`config.mk`:
```
export PLATFORM = sky130hd
export DESIGN_NAME = uart_tx_ctrl_flat
export DESIGN_NICKNAME = d
export VERILOG_FILES = /design/src/rtl/uart_pkg.sv /design/src/rtl/uart_tx_ctrl_if.sv /design/src/rtl/uart_bit_timer.sv /design/src/rtl/uart_tx_ctrl.sv /design/src/flat_wrapper.sv
export SDC_FILE = /design/constraint.sdc
export NUM_CORES = 1
export LEC_CHECK = 0
export ABC_AREA = 1
export BUFFER_PORTS_ARGS = -buffer_cell sky130_fd_sc_hd__buf_4
export CORE_AREA = 3 3 44 46
export DETAILED_ROUTE_END_ITERATION = 6
export DIE_AREA = 0 0 47 49
export PLACE_DENSITY = 0.82
export RECOVER_POWER = 25
export SLEW_MARGIN = 20
export SYNTH_ARGS = -nofsm -noshare
export SYNTH_HDL_FRONTEND = slang
export SYNTH_SLANG_ARGS = --single-unit
export TNS_END_PERCENT = 1
```
`constraint.sdc`:
```
create_clock -name clk -period 1.35 [get_ports clk]
set_input_delay 0.2025 -clock clk [delete_from_list [all_inputs] [get_ports clk]]
set_output_delay 0.2025 -clock clk [all_outputs]
set_load 0.02 [all_outputs]
```
`src/rtl/uart_pkg.sv`:
```
// Shared types and constants for the UART transmit path.
// UART_TX_PARITY_EN adds the even-parity state and lengthens the frame to 11 bits.
package uart_pkg;

   localparam int unsigned UART_DATA_BITS  = 8;
   localparam logic        UART_IDLE_LEVEL = 1'b1;

`ifdef UART_TX_PARITY_EN
   localparam int unsigned UART_FRAME_BITS = 11;

   typedef enum logic [2:0] {
      StIdle,
      StStart,
      StData,
      StParity,
      StStop
   } uart_tx_state_t;
`else
   localparam int unsigned UART_FRAME_BITS = 10;

   typedef enum logic [2:0] {
      StIdle,
      StStart,
      StData,
      StStop
   } uart_tx_state_t;
`endif

endpackage

```
`src/rtl/uart_tx_ctrl_if.sv`:
```
// Valid/ready byte handshake between the sensor data path and the UART transmitter.
interface uart_tx_ctrl_if;

   logic [7:0] tx_data;
   logic       tx_valid;
   logic       tx_ready;

   modport master (
      output tx_data,
      output tx_valid,
      input  tx_ready
   );

   modport slave (
      input  tx_data,
      input  tx_valid,
      output tx_ready
   );

endinterface

```
`src/rtl/uart_bit_timer.sv`:
```
// Baud counter: counts 0..CLK_PER_BIT-1 while run is high, ticks on the last count.
module uart_bit_timer #(
   parameter int unsigned CLK_PER_BIT = 4
) (
   input  logic clk,
   input  logic rst,
   input  logic run,
   output logic bit_tick
);

   localparam int unsigned   CntW    = (CLK_PER_BIT > 1) ? $clog2(CLK_PER_BIT) : 1;
   localparam logic [CntW-1:0] LastCnt = CntW'(CLK_PER_BIT - 1);

   logic [CntW-1:0] cnt_q, cnt_d;

   assign bit_tick = run && (cnt_q == LastCnt);

   always_comb begin
      cnt_d = cnt_q + CntW'(1);
      if (!run || bit_tick) begin
         cnt_d = '0;
      end
   end

   always_ff @(posedge clk) begin
      if (rst) begin
         cnt_q <= '0;
      end else begin
         cnt_q <= cnt_d;
      end
   end

endmodule

```
`src/rtl/uart_tx_ctrl.sv`:
```
// UART transmit controller: accepts a byte over valid/ready and serialises it 8N1
// (8E1 when UART_TX_PARITY_EN is defined) with a registered tx line.
module uart_tx_ctrl
   import uart_pkg::*;
#(
   parameter int unsigned CLK_PER_BIT = 4
) (
   input  logic           clk,
   input  logic           rst,
   uart_tx_ctrl_if.slave  tx_if,
   output logic           tx,
   output logic           busy,
   output logic           tx_done
);

   uart_tx_state_t state_q, state_d;
   logic [UART_DATA_BITS-1:0] shift_q, shift_d;
   logic [2:0]                bit_idx_q, bit_idx_d;
   logic                      tx_q, tx_d;
   logic                      tx_done_q, tx_done_d;
   logic                      bit_tick;
   logic                      accept;
`ifdef UART_TX_PARITY_EN
   logic                      parity_q, parity_d;
`endif

   uart_bit_timer #(
      .CLK_PER_BIT(CLK_PER_BIT)
   ) u_bit_timer (
      .clk      (clk),
      .rst      (rst),
      .run      (state_q != StIdle),
      .bit_tick (bit_tick)
   );

   assign tx_if.tx_ready = (state_q == StIdle);
   assign busy           = ~tx_if.tx_ready;
   assign tx             = tx_q;
   assign tx_done        = tx_done_q;
   assign accept         = tx_if.tx_valid && tx_if.tx_ready;

   always_comb begin
      state_d   = state_q;
      shift_d   = shift_q;
      bit_idx_d = bit_idx_q;
      tx_done_d = 1'b0;
`ifdef UART_TX_PARITY_EN
      parity_d  = parity_q;
`endif

      unique case (state_q)
         StIdle: begin
            if (accept) begin
               shift_d   = tx_if.tx_data;
               bit_idx_d = '0;
               state_d   = StStart;
`ifdef UART_TX_PARITY_EN
               parity_d  = ^tx_if.tx_data;
`endif
            end
         end
         StStart: begin
            if (bit_tick) state_d = StData;
         end
         StData: begin
            if (bit_tick) begin
               shift_d   = shift_q >> 1;
               bit_idx_d = bit_idx_q + 3'd1;
               if (bit_idx_q == 3'(UART_DATA_BITS - 1)) begin
`ifdef UART_TX_PARITY_EN
                  state_d = StParity;
`else
                  state_d = StStop;
`endif
               end
            end
         end
`ifdef UART_TX_PARITY_EN
         StParity: begin
            if (bit_tick) state_d = StStop;
         end
`endif
         StStop: begin
            if (bit_tick) begin
               state_d   = StIdle;
               tx_done_d = 1'b1;
            end
         end
         default: state_d = StIdle;
      endcase

      // tx is registered from the next state so each bit appears the cycle its state begins
      unique case (state_d)
         StStart:  tx_d = ~UART_IDLE_LEVEL;
         StData:   tx_d = shift_d[0];
`ifdef UART_TX_PARITY_EN
         StParity: tx_d = parity_d;
`endif
         default:  tx_d = UART_IDLE_LEVEL;
      endcase
   end

   always_ff @(posedge clk) begin
      if (rst) begin
         state_q   <= StIdle;
         shift_q   <= '0;
         bit_idx_q <= '0;
         tx_q      <= UART_IDLE_LEVEL;
         tx_done_q <= 1'b0;
`ifdef UART_TX_PARITY_EN
         parity_q  <= 1'b0;
`endif
      end else begin
         state_q   <= state_d;
         shift_q   <= shift_d;
         bit_idx_q <= bit_idx_d;
         tx_q      <= tx_d;
         tx_done_q <= tx_done_d;
`ifdef UART_TX_PARITY_EN
         parity_q  <= parity_d;
`endif
      end
   end

endmodule

```
`src/flat_wrapper.sv`:
```
// flat-port wrapper written by rule: the top's interface ports become plain ports
module uart_tx_ctrl_flat import uart_pkg::*;
#(
   parameter int unsigned CLK_PER_BIT = 4
)
  (clk, rst, tx, busy, tx_done, tx_if_tx_data, tx_if_tx_valid, tx_if_tx_ready);
  uart_tx_ctrl_if tx_if_i ();
  input  logic clk;
  input  logic rst;
  output logic tx;
  output logic busy;
  output logic tx_done;
  input wire logic [$bits(tx_if_i.tx_data)-1:0] tx_if_tx_data;
  input wire logic [$bits(tx_if_i.tx_valid)-1:0] tx_if_tx_valid;
  output wire logic [$bits(tx_if_i.tx_ready)-1:0] tx_if_tx_ready;
  assign tx_if_i.tx_data = tx_if_tx_data;
  assign tx_if_i.tx_valid = tx_if_tx_valid;
  assign tx_if_tx_ready = tx_if_i.tx_ready;
  uart_tx_ctrl #(.CLK_PER_BIT(CLK_PER_BIT)) u_core (.clk(clk), .rst(rst), .tx_if(tx_if_i), .tx(tx), .busy(busy), .tx_done(tx_done));
endmodule
```
* Word level (Yosys, flattened, before mapping)
Index checks and enable logic that the tools add are counted.
** Operators by class
- Reduce and logical (&&, ||, !) cells :: 10
- Add/subtract/negate cells :: 2
- Eq/ne operators :: 9
- Bitwise operators :: 2
- Mux-type cells :: 14
** Operators by type and width (number)
- $mux W3 :: 7
- $mux W8 :: 2
- $pmux W8 S2 :: 1
- $pmux W3 S4 :: 1
- $eq A3 B2 Y1 const B :: 3
- $eq A3 B1 Y1 const B :: 2
- $pmux W3 S2 :: 1
- $ne A2 B2 Y1 const B :: 2
- $reduce_or A2 Y1 :: 2
- $add A3 B1 Y3 const B :: 1
- $eq A3 B3 Y1 const B :: 1
- $logic_not A3 Y1 :: 1
- $reduce_and A3 Y1 :: 1
- $reduce_bool A3 Y1 :: 1
- $add A2 B1 Y2 const B :: 1
- $eq A2 B2 Y1 const B :: 1
- $logic_and A1 B1 Y1 :: 2
- $not A1 Y1 :: 2
- $pmux W1 S2 :: 1
- $reduce_bool A2 Y1 :: 1
- $logic_not A1 Y1 :: 1
- $logic_or A1 B1 Y1 :: 1
- $mux W1 :: 1
** Storage, ports and cells
- Logic and storage cells :: 44
- Flip-flop bits (word level) :: 18
- Input port bits :: 11

* Depth between registers and ports, before layout
Gate-level depths: netlist (run 1).
- Word-level depth :: 6
- Mapped depth :: 8

* Modules after synthesis
A second synthesis (run 1) with hierarchy kept.
** Second synthesis, totals
- Cell total of the unflattened synthesis :: 123
- Area, all modules :: 912.1 um2
** By module, submodules not included
- uart_tx_ctrl :: instances 1, area an instance 823.3 um2, seq. area each 320.3 um2, cells each 112
- uart_bit_timer :: instances 1, area an instance 88.8 um2, seq. area each 40.0 um2, cells each 11

* Least setup slack after synthesis (run 1)
No wires, ideal clock.
- Path kind :: reg2reg
- Start point :: reg u_core.state_q[1]
- End point :: reg u_core.tx_q (netlist: u_core.tx)
- Setup slack :: 0.112 ns
- Path buffers :: 0
- Arrival time :: 1.126 ns
- Data required time :: 1.237 ns
- Setup time :: 0.113 ns
- Stages on the path, launching flop included :: 8
- Cells stage by stage :: dfxtp_1 inv_1 nand2_2 inv_1 a21oi_1 nand2_1 nor2_1 nor2_1
** On the way
- Cells in the longest elaborated chain, start to end :: 6
- Elaborated cells between the ends (all ways) :: 19
** RTL lines
- start: declaration :: line uart_tx_ctrl.sv:16 : uart_tx_state_t state_q, state_d;
- start signal: assignment :: line uart_tx_ctrl.sv:105 : state_q <= StIdle;
- start signal: assignment :: line uart_tx_ctrl.sv:114 : state_q <= state_d;
- $logic_not A3 Y1 (*) :: line uart_tx_ctrl.sv:36 : assign tx_if.tx_ready = (state_q == StIdle);
- named net tx_if_tx_ready :: line flat_wrapper.sv:15 : output wire logic [$bits(tx_if_i.tx_ready)-1:0] tx_if_tx_ready;
- $logic_and A1 B1 Y1 :: line uart_tx_ctrl.sv:40 : assign accept = tx_if.tx_valid && tx_if.tx_ready;
- $mux W3 :: line uart_tx_ctrl.sv:53 : if (accept) begin
- $pmux W3 S4 :: line uart_tx_ctrl.sv:51 : unique case (state_q)
- $eq A3 B2 Y1 / $eq A3 B1 Y1 (equally long branches) :: line uart_tx_ctrl.sv:93 : unique case (state_d)
- $pmux W1 S2 (*) :: line uart_tx_ctrl.sv:93
- end signal: assignment :: line uart_tx_ctrl.sv:117 : tx_q <= tx_d;
- end: declaration :: line uart_tx_ctrl.sv:19 : logic tx_q, tx_d;
The timed path passes the listed nets; every way through them passes the cells marked *. The select of a mux whose other input is x is not followed.
A chain may end at the register's enable or synchronous reset.

* Final worst setup path (run 1)
- Start point :: reg u_core.state_q[2]
- End point :: out tx_if_tx_ready
** On the way
- Cells in the longest elaborated chain, start to end :: 1
** RTL lines (line)
- $logic_not A3 Y1 :: uart_tx_ctrl.sv:36
- end: declaration :: flat_wrapper.sv:15
Every way passes these cells.

==> run summary, run 1 <==
Final hold vios -> 0
H-tree Lvls -> 1
Max Clock Skew -> 0.00149 ns
Final setup margin -> 0.0320 ns
First-pass DRT Iterations -> 4
Max VDD drop -> 708 uV
Switching fraction of total power -> 25.0%
Max_cap viols -> 0
Reg power frac -> 59.8%
CP top delay family -> flip-flops
Seq/Total Area, Yosys -> 43.5%
Post-Syn Nets -> 136
Core Footprint -> 1540 um2
Skew-Pair Late Insertion Delay -> 0.28 ns
WL/cell -> 10.3 um
Layout area overhead -> 21.0%
Crit path DAT -> 1.12 ns
Num rows -> 14
Largest net degree at the start of global routing -> 11
Vias in the first global route -> 719
CP cell instances -> nor2_4, nand2_2, inv_1, buf_4
Share of cells above drive strength 1 -> 20.7%
Antenna Cells -> 0
CP Launch Type -> flip-flop
Routed vias -> 780
Clock Power Share -> 26.2%
Post-synth top area share -> 43.5%
Crit path largest cell delay -> 0.36 ns
Synthesized cell area -> 828 um2
Most instantiated cells after synthesis -> 36 x nand2_1, 23 x nor2_1, 18 x dfxtp_1, 13 x inv_1, 11 x a21oi_1
Setup-failing EPs final -> 0
CTS sink cnt -> 18
Power Density -> 960 nW/um2
Post-route ant nets -> 0
Syn Area/Cell -> 6.79 um2
Area leader, netlist -> dfxtp_1
Nets -> 156
Net Switching -> 240 uW
Post-synthesis cell count -> 122
Slew Limit Fails -> 0
Unrepaired setup endpoints after global routing -> yes
Peak Freq -> 759 MHz
Synth Flop Type -> dfxtp_1
Hold Path Class -> input port to flip-flop
Detailed Route WL -> 1.60 mm
Root Driver -> clkbuf_4
Clk buf depth -> 2
Initial DRC Count -> 9
Status -> complete, no violations
CP Max Fanout -> 4
Unique masters post-synth -> 16
Total CTS buffers -> 3
Routability congestion estimate -> 0.912
Internal -> 722 uW
Most frequent cell after synthesis -> nand2_1
DP HPWL -> 1.21 mm
Die Wd -> 47 um
Die Y -> 49 um
CTS tree -> yes
DIE AREA -> 2300 um2
Buf/Inv on CP -> 2
Number of port buffers -> 14
Synth Warn # -> 0
Max stage delay cell, worst path -> dfxtp_2
Number of remaining DRC errors -> 0
CP Data Required Time -> 1.15 ns
Setup CP Type -> flip-flop to output port
Ys async rst share -> 0%
Global-route wire length before repair -> 2.75 mm
Worst slack, placed -> 0.0552 ns
Global route overflow -> 0
Clock slew at reported path FFs -> 0.09 ns
R2R Setup Slk -> 0.15 ns
Minimum clock period -> 1.32 ns
Final period utilization -> 97.6%
GRT Overall Usage -> 15.7%
Leak -> 0.000513 uW
Initial core utilization -> 53.7%
Critical Path End Type -> output port
Total power draw -> 962 uW
Total Negative Setup Slacks -> 0 ns
Combinational share of power -> 14.0%
Ports -> 15
Via density -> 5.00
#FFs+latches synth -> 18
Initial antenna violation count -> 0
Largest cells by area after synthesis -> dfxtp_1 44%, nand2_1 16%, nor2_1 10%
Post-synth EDFFs -> 0
## power by group through the flow
stage | sequential (uW) | combinational [uW] | clock, uW
4_1_cts | 573 | 134 | 257
6_report | 575 | 135 | 252
2_1_floorplan | 584 | 79.3 | 0
3_5_place_dp | 585 | 130 | 0
5_1_grt | 578 | 155 | 278
3_3_place_gp | 584 | 126 | 0
## repair_timing
item	in CTS	in global routing
setup endpoints to repair	1	9
pin swaps	1	0
gates resized for setup	1	6
gates cloned	0	0
hold buffers	0	0
buffers inserted	1	0
## metal layers
layer / part of all wire, % / GRT usage [%] / up-vias
met3: 5.9 / 2.21 / 4
met2: 47 / 26.0 / 23
li1: - / - / 414
met1: 45 / 18.7 / 339
met5: 0 / 0 / -
met4: 1.8 / 8.29 / 0
## per-stage QoR
step           cell area [um2]  cells  utilization, %  hold WS (ns)
4_1_cts                    987    156            64.0         0.140
3_3_place_gp               956    152            62.0         0.407
5_1_grt                   1000    156            65.0         0.156
6_report                  1000    156            65.0         0.146
3_5_place_dp               956    152            62.0         0.436
2_1_floorplan              828    122               -         0.352
## area by class of cell
type                       count  area [um2]
fill                         137         539
multi-input combinational     89         430
sequential                    18         364
timing repair buffer          16         113
inverter                      14        52.6
clock buffer                   3        22.5
tap                           16        20.0
## flip-flops by register name, indices dropped and copies added, names as in the netlist
| register | flops |
|---|---|
| u_core.tx_done | 1 |
| u_core.state_q | 3 |
| u_core.shift_q | 8 |
| u_core.tx | 1 |
| u_core.bit_idx_q | 3 |
| u_core.u_bit_timer.cnt_q | 2 |
## path summary, 6_finish.rpt
check,from,to,cells after the start
max,u_core.state_q[2]$_SDFF_PP0_,tx_if_tx_ready,4
max reg2reg,u_core.state_q[2]$_SDFF_PP0_,u_core.shift_q[2]$_SDFFE_PP0P_,8
min,rst,u_core.shift_q[0]$_SDFF_PP0_,2
min reg2reg,u_core.u_bit_timer.cnt_q[0]$_SDFF_PP0_,u_core.u_bit_timer.cnt_q[0]$_SDFF_PP0_,1
## cell usage in the layout (no fill, tap or decap), types with 3 or more instances in the layout
cell,instances
nand2_1,36
buf_4,14
o21ai_0,3
nand2_2,3
nand3_1,5
dfxtp_1,15
clkbuf_4,3
dfxtp_2,3
a21oi_1,11
nor2_1,22
inv_1,13
## cell families after synthesis
kind of cell	after synthesis	synth area share, %
buffers and inverters	15	6.95
other	1	0.453
and+or+nand+nor	71	36.1
adders and majority gates	3	4.53
DFF	18	43.5
AOI/OAI and AO/OA	14	8.46
Note: power is estimated with default switching activity, not from simulation.
==> run 2, diff against run 1 <==
--- a/config.mk
+++ b/config.mk
@@ -7,13 +7,14 @@
 export LEC_CHECK = 0
 export ABC_AREA = 1
 export BUFFER_PORTS_ARGS = -buffer_cell sky130_fd_sc_hd__buf_4
-export CORE_AREA = 3 3 44 46
+export CORE_AREA = 3 3 46 48
 export DETAILED_ROUTE_END_ITERATION = 6
-export DIE_AREA = 0 0 47 49
+export DIE_AREA = 0 0 49 51
 export PLACE_DENSITY = 0.82
 export RECOVER_POWER = 25
 export SLEW_MARGIN = 20
 export SYNTH_ARGS = -nofsm -noshare
 export SYNTH_HDL_FRONTEND = slang
+export SYNTH_HIERARCHICAL = 1
 export SYNTH_SLANG_ARGS = --single-unit
 export TNS_END_PERCENT = 1
==> run 2 against run 1 <==
The run now ends with negative setup slack left. Routed wire length increased by 44%. Clock power increased by 29%. Largest power group unchanged. Synthesized area increased by 10%. Final cell count increased by 13%. Final area increased by 26%. Die area increased by 8.5%. Core utilization increased by 7.2 points. Highest routed layer unchanged. Synthesized cell count increased by 0.82%. Non-clock buffer count increased by 10. Clock-buffer cell count increased by 1. Worst hold slack improved by 0.013 ns.
==> run summary, run 2 <==
Status -> finished, violations left
Failing checks -> negative setup slack
#FFs+latches synth -> 18
Area leader, netlist -> dfxtp_1
Hold Path Class -> input port to flip-flop
Synth Warn # -> 6
DP HPWL -> 1.46 mm
Power Density -> 877 nW/um2
Number of flip-flops in the largest register -> 8
Most common cell on crit path -> buf_6
Setup-failing EPs final -> 1
Max VDD drop -> 577 uV
First-pass DRT Iterations -> 4
DIE AREA -> 2500 um2
Unique masters post-synth -> 21
Syn Area/Cell -> 7.42 um2
Slew Limit Fails -> 0
Ports -> 15
Peak Freq -> 737 MHz
Most frequent cell after synthesis -> nand2_1
Initial DRC Count -> 77
Final cell count without fillers -> 176
Post-synthesis cell count -> 123
Final Instance Area -> 1260 um2
Global route overflow -> 0
CTS sink cnt -> 18
Routed vias -> 919
Final hold vios -> 0
Max_cap viols -> 0
Routability congestion estimate -> 0.924
Fillers -> 127
Seq/Total Area, Yosys -> 39.5%
Max stage delay cell, worst path -> dfxtp_4
Setup CP Type -> flip-flop to output port
Clock slew at reported path FFs -> 0.10 ns
Synth Flop Type -> dfxtp_1
Total power draw -> 1100 uW
Nets -> 166
Post-CTS Hold Fix Bufs -> 0
CP Max Fanout -> 4
Placed instance area -> 1090 um2
Unrepaired setup endpoints after global routing -> yes
H-tree Lvls -> 1
Number of remaining DRC errors -> 0
Share of cells above drive strength 1 -> 42.4%
Max Clock Skew -> 0.00281 ns
Total CTS buffers -> 3
Global-route wire length before repair -> 3.42 mm
Die Wd -> 49 um
Minimum clock period -> 1.36 ns
Post-synth EDFFs -> 0
Number of port buffers -> 14
Leak -> 0.000623 uW
Initial core utilization -> 52.3%
Clk buf depth -> 2
Final period utilization -> 101%
Post-route ant nets -> 0
Most common cell after layout, fill and taps aside -> buf_4
Crit path largest cell delay -> 0.37 ns
Layout area overhead -> 38.1%
Largest net degree at the start of global routing -> 13
CP Launch Type -> flip-flop
Ys async rst share -> 0%
Initial antenna violation count -> 0
Largest registers -> u_core/shift_q: 8 flops, u_core/bit_idx_q: 3 flops, u_core/state_q: 3 flops
Placed insts -> 165
CTS tree -> yes
Register name with the most flops -> u_core/shift_q
Vias in the first global route -> 855
GRT Overall Usage -> 18.1%
Final setup margin -> -0.00733 ns
Skew-Pair Late Insertion Delay -> 0.29 ns
Largest cells by area after synthesis -> dfxtp_1 40%, nand2_1 11%, nor2_1 9.1%
CP Data Required Time -> 1.15 ns
Die Y -> 51 um
Root Driver -> clkbuf_4
Post-Syn Nets -> 137
Crit path DAT -> 1.15 ns
Most instantiated cells after synthesis -> 26 x nand2_1, 22 x nor2_1, 18 x dfxtp_1, 13 x inv_1, 11 x nand3_1
Area occupied by multi-input gates -> 533 um2
Synthesized cell area -> 912 um2
Num rows -> 15
Commonest non-fill, non-tap cells in the layout -> 23 x buf_4, 22 x nand2_1, 19 x nor2_1
Antenna Cells -> 0
CP cell instances -> nor2_4, nand2_4, buf_6, inv_2, buf_6
Core Footprint -> 1750 um2
Post-synth top area share -> 39.5%
Sequential cell area -> 370 um2
Detailed Route WL -> 2.30 mm
Critical Path End Type -> output port
WL/cell -> 13.1 um
Via density -> 5.22
Hold slack -> 0.159 ns
[run 2: critical path: cells and delay by family (launching register included)]
kind	cells	cell delay, ns
buffers and inverters	3	0.29
DFF	1	0.37
and+or+nand+nor	2	0.21
[run 2: layout make-up]
type | instances | area share (%)
clock buffer | 4 | 2.88
inverter | 16 | 6.55
multi-input combinational | 87 | 42.3
sequential | 18 | 29.4
tap | 25 | 2.48
timing repair buffer | 26 | 16.4
[run 2: cell families after synthesis]
logic type               share of synthesized area, %
other                                           0.411
buffers and inverters                            9.19
flip-flops                                       39.5
AO/OA/AOI/OAI                                    11.2
adder cells (fa/ha/maj)                          4.12
AND/OR/NAND/NOR                                  35.5
[run 2: metrics by stage]
step / util (%) / setup TNS (ns) / setup WS, ns
detailed placement: 62.3 / 0 / 0.00606
floorplan: - / -0.0496 / -0.0496
finish: 72.2 / -0.00733 / -0.00733
CTS: 66.2 / -0.000734 / -0.000734
global placement: 62.3 / 0 / 0.0576
global route: 72.2 / -0.611 / -0.0735
[run 2: path summary, 6_finish.rpt]
kind                                                from                                     end  slack (ns)  cells past startpoint
setup / recovery            u_core/state_q[2]$_SDFF_PP0_                          tx_if_tx_ready      -0.007                      5
hold / removal                                       rst          u_core/shift_q[7]$_SDFFE_PP0P_        0.16                      2
setup reg to reg            u_core/state_q[2]$_SDFF_PP0_        u_core/bit_idx_q[2]$_SDFFE_PP0P_        0.01                      9
hold reg to reg   u_core/u_bit_timer/cnt_q[0]$_SDFF_PP0_  u_core/u_bit_timer/cnt_q[0]$_SDFF_PP0_        0.44                      1
[run 2: power breakdown]
group / switching [uW] / internal, uW
logic: 110 / 91.0
clock network: 160 / 164
registers: 21.6 / 557
[run 2: repair_timing]
action,in CTS,in global routing
cloned,0,0
resized for setup,6,18
setup endpoints to repair,4,15
setup buffers,2,6
pin swaps,1,8
[run 2: routing by layer]
layer,global-route usage [%],vias to the layer above,wire (um)
met4,12.3,0,108
met1,18.5,400,918
met3,6.12,16,147
met2,31.4,57,1120
li1,-,446,-
met5,0,-,0
==> run 3, diff against run 2 <==
--- a/config.mk
+++ b/config.mk
@@ -6,8 +6,9 @@
 export NUM_CORES = 1
 export LEC_CHECK = 0
 export ABC_AREA = 1
-export BUFFER_PORTS_ARGS = -buffer_cell sky130_fd_sc_hd__buf_4
+export BUFFER_PORTS_ARGS = -buffer_cell sky130_fd_sc_hd__buf_2
 export CORE_AREA = 3 3 46 48
+export CTS_CLUSTER_SIZE = 20
 export DETAILED_ROUTE_END_ITERATION = 6
 export DIE_AREA = 0 0 49 51
 export PLACE_DENSITY = 0.82
==> run 3 against run 2 <==
Flip-flop and latch count is the same. Highest routed layer unchanged. Routed wire length shrank 15%. Global-route usage shrank 1.1 points. Critical path depth shrank 1. The flow still finishes with violations (negative setup slack). Via count shrank 8.8%. Combinational power shrank 11%. Total power shrank 8.6%. Non-clock buffer count shrank 4.
==> run summary, run 3 (synthesis gave the netlist of run 2 again) <==
Antenna Cells -> 0
Vias in the first global route -> 783
Largest net degree at the start of global routing -> 13
CTS sink cnt -> 18
CP Max Fanout -> 5
Total CTS buffers -> 3
Die Y -> 51 um
Routability congestion estimate -> 0.909
Register name with the most flops -> u_core/shift_q
Num rows -> 15
Final Instance Area -> 1170 um2
Initial core utilization -> 52.3%
Number of flip-flops in the largest register -> 8
GRT Overall Usage -> 17.0%
CP Data Required Time -> 1.15 ns
Worst slack, placed -> -0.0286 ns
Die Wd -> 49 um
Initial antenna violation count -> 0
Post-route ant nets -> 0
Final setup margin -> -0.00673 ns
Peak Freq -> 737 MHz
Hold slack -> 0.181 ns
Global-route wire length before repair -> 3.24 mm
Skew-Pair Late Insertion Delay -> 0.29 ns
WL/cell -> 11.5 um
Post-CTS Hold Fix Bufs -> 0
Placed instance area -> 1060 um2
Failing checks -> negative setup slack
Critical Path End Type -> output port
Core Footprint -> 1750 um2
Root Driver -> clkbuf_4
DP HPWL -> 1.42 mm
Via density -> 4.90
Clock slew at reported path FFs -> 0.08 ns
Setup CP Type -> flip-flop to output port
Setup-failing EPs final -> 2
Detailed Route WL -> 1.96 mm
CP cell instances -> nor2_4, nand2_4, buf_6, buf_2
Max VDD drop -> 594 uV
Share of cells above drive strength 1 -> 37.7%
Global route overflow -> 0
Leak -> 0.000584 uW
H-tree Lvls -> 1
Final period utilization -> 100%
Hold Path Class -> input port to flip-flop
Final hold vios -> 0
Number of remaining DRC errors -> 0
Clk buf depth -> 2
Power Density -> 861 nW/um2
Slew Limit Fails -> 0
Total Negative Setup Slacks -> -0.0122 ns
Most common cell after layout, fill and taps aside -> nand2_1
Number of port buffers -> 14
Ports -> 15
DIE AREA -> 2500 um2
Final cell count without fillers -> 171
Crit path DAT -> 1.15 ns
Crit path largest cell delay -> 0.37 ns
Max Clock Skew -> 0.00632 ns
Max_cap viols -> 0
Buf/Inv on CP -> 2
Max stage delay cell, worst path -> dfxtp_4
Layout area overhead -> 28.7%
Nets -> 162
Placed insts -> 166
Status -> finished, violations left
Unrepaired setup endpoints after global routing -> yes
Largest registers -> u_core/shift_q: 8 flops, u_core/bit_idx_q: 3 flops, u_core/state_q: 3 flops
Routed vias -> 838
CTS tree -> yes
CP top delay family -> flip-flops
CP Launch Type -> flip-flop
Commonest non-fill, non-tap cells in the layout -> 22 x nand2_1, 20 x nor2_1, 14 x dfxtp_1
Initial DRC Count -> 9
Minimum clock period -> 1.36 ns
First-pass DRT Iterations -> 4
-- run 3: changes by cell type in the layout (fill, tap and decap cells not counted), moves of 2 or more --
cell,change
buf_2,+11
nor2_2,-2
o21ai_1,+2
o21ai_0,-2
buf_4,-18
clkbuf_1,+2
-- run 3: metrics by stage --
stage / utilization [%] / total power, uW
2_1_floorplan: - / 695
3_3_place_gp: 60.7 / 740
3_5_place_dp: 60.7 / 747
4_1_cts: 62.7 / 1000
5_1_grt: 67.2 / 1070
6_report: 67.2 / 1010
-- run 3: worst reg2reg max path, delay by kind of cell (launching register included) --
family / cells / cell delay (ns)
simple gates: 8 / 0.68
compound gates: 1 / 0.14
buf+inv: 1 / 0.05
flops: 1 / 0.37
-- run 3: final cells by class --
| class | instances | area (um2) |
|---|---|---|
| clock buffers | 3 | 22.5 |
| fillers | 151 | 572 |
| inverters | 16 | 82.6 |
| multi-input cells | 87 | 524 |
| flip-flops and latches | 18 | 368 |
| well taps | 25 | 31.3 |
| repair buffers | 22 | 145 |
-- run 3: repair_timing --
action / CTS / global route
endpoints found under the setup margin: 5 / 13
setup buffers: 0 / 2
pin swaps: 2 / 5
resized for setup: 5 / 19
-- run 3: report_power, final --
part	internal (uW)	switching (uW)	total [uW]
logic	78.9	99.8	179
registers	559	20.8	579
clock network	104	148	252
-- run 3: worst paths after layout --
check,end,startpoint,slack [ns],depth (start not counted)
max,busy,u_core/state_q[2]$_SDFF_PP0_,-0.007,4
min,u_core/shift_q[7]$_SDFFE_PP0P_,tx_if_tx_data[7],0.18,3
max reg2reg,u_core/tx$_SDFF_PP1_,u_core/state_q[2]$_SDFF_PP0_,0.02,10
min reg2reg,u_core/u_bit_timer/cnt_q[0]$_SDFF_PP0_,u_core/u_bit_timer/cnt_q[0]$_SDFF_PP0_,0.43,1
-- run 3: metal layers --
layer	routed length, um	up-vias	track usage, %	share of wire, %
met5	0	-	0	0
met3	58	5	4.37	3.0
met4	36	0	8.53	1.8
li1	-	434	-	-
met2	987	12	29.9	50
met1	880	387	19.1	45
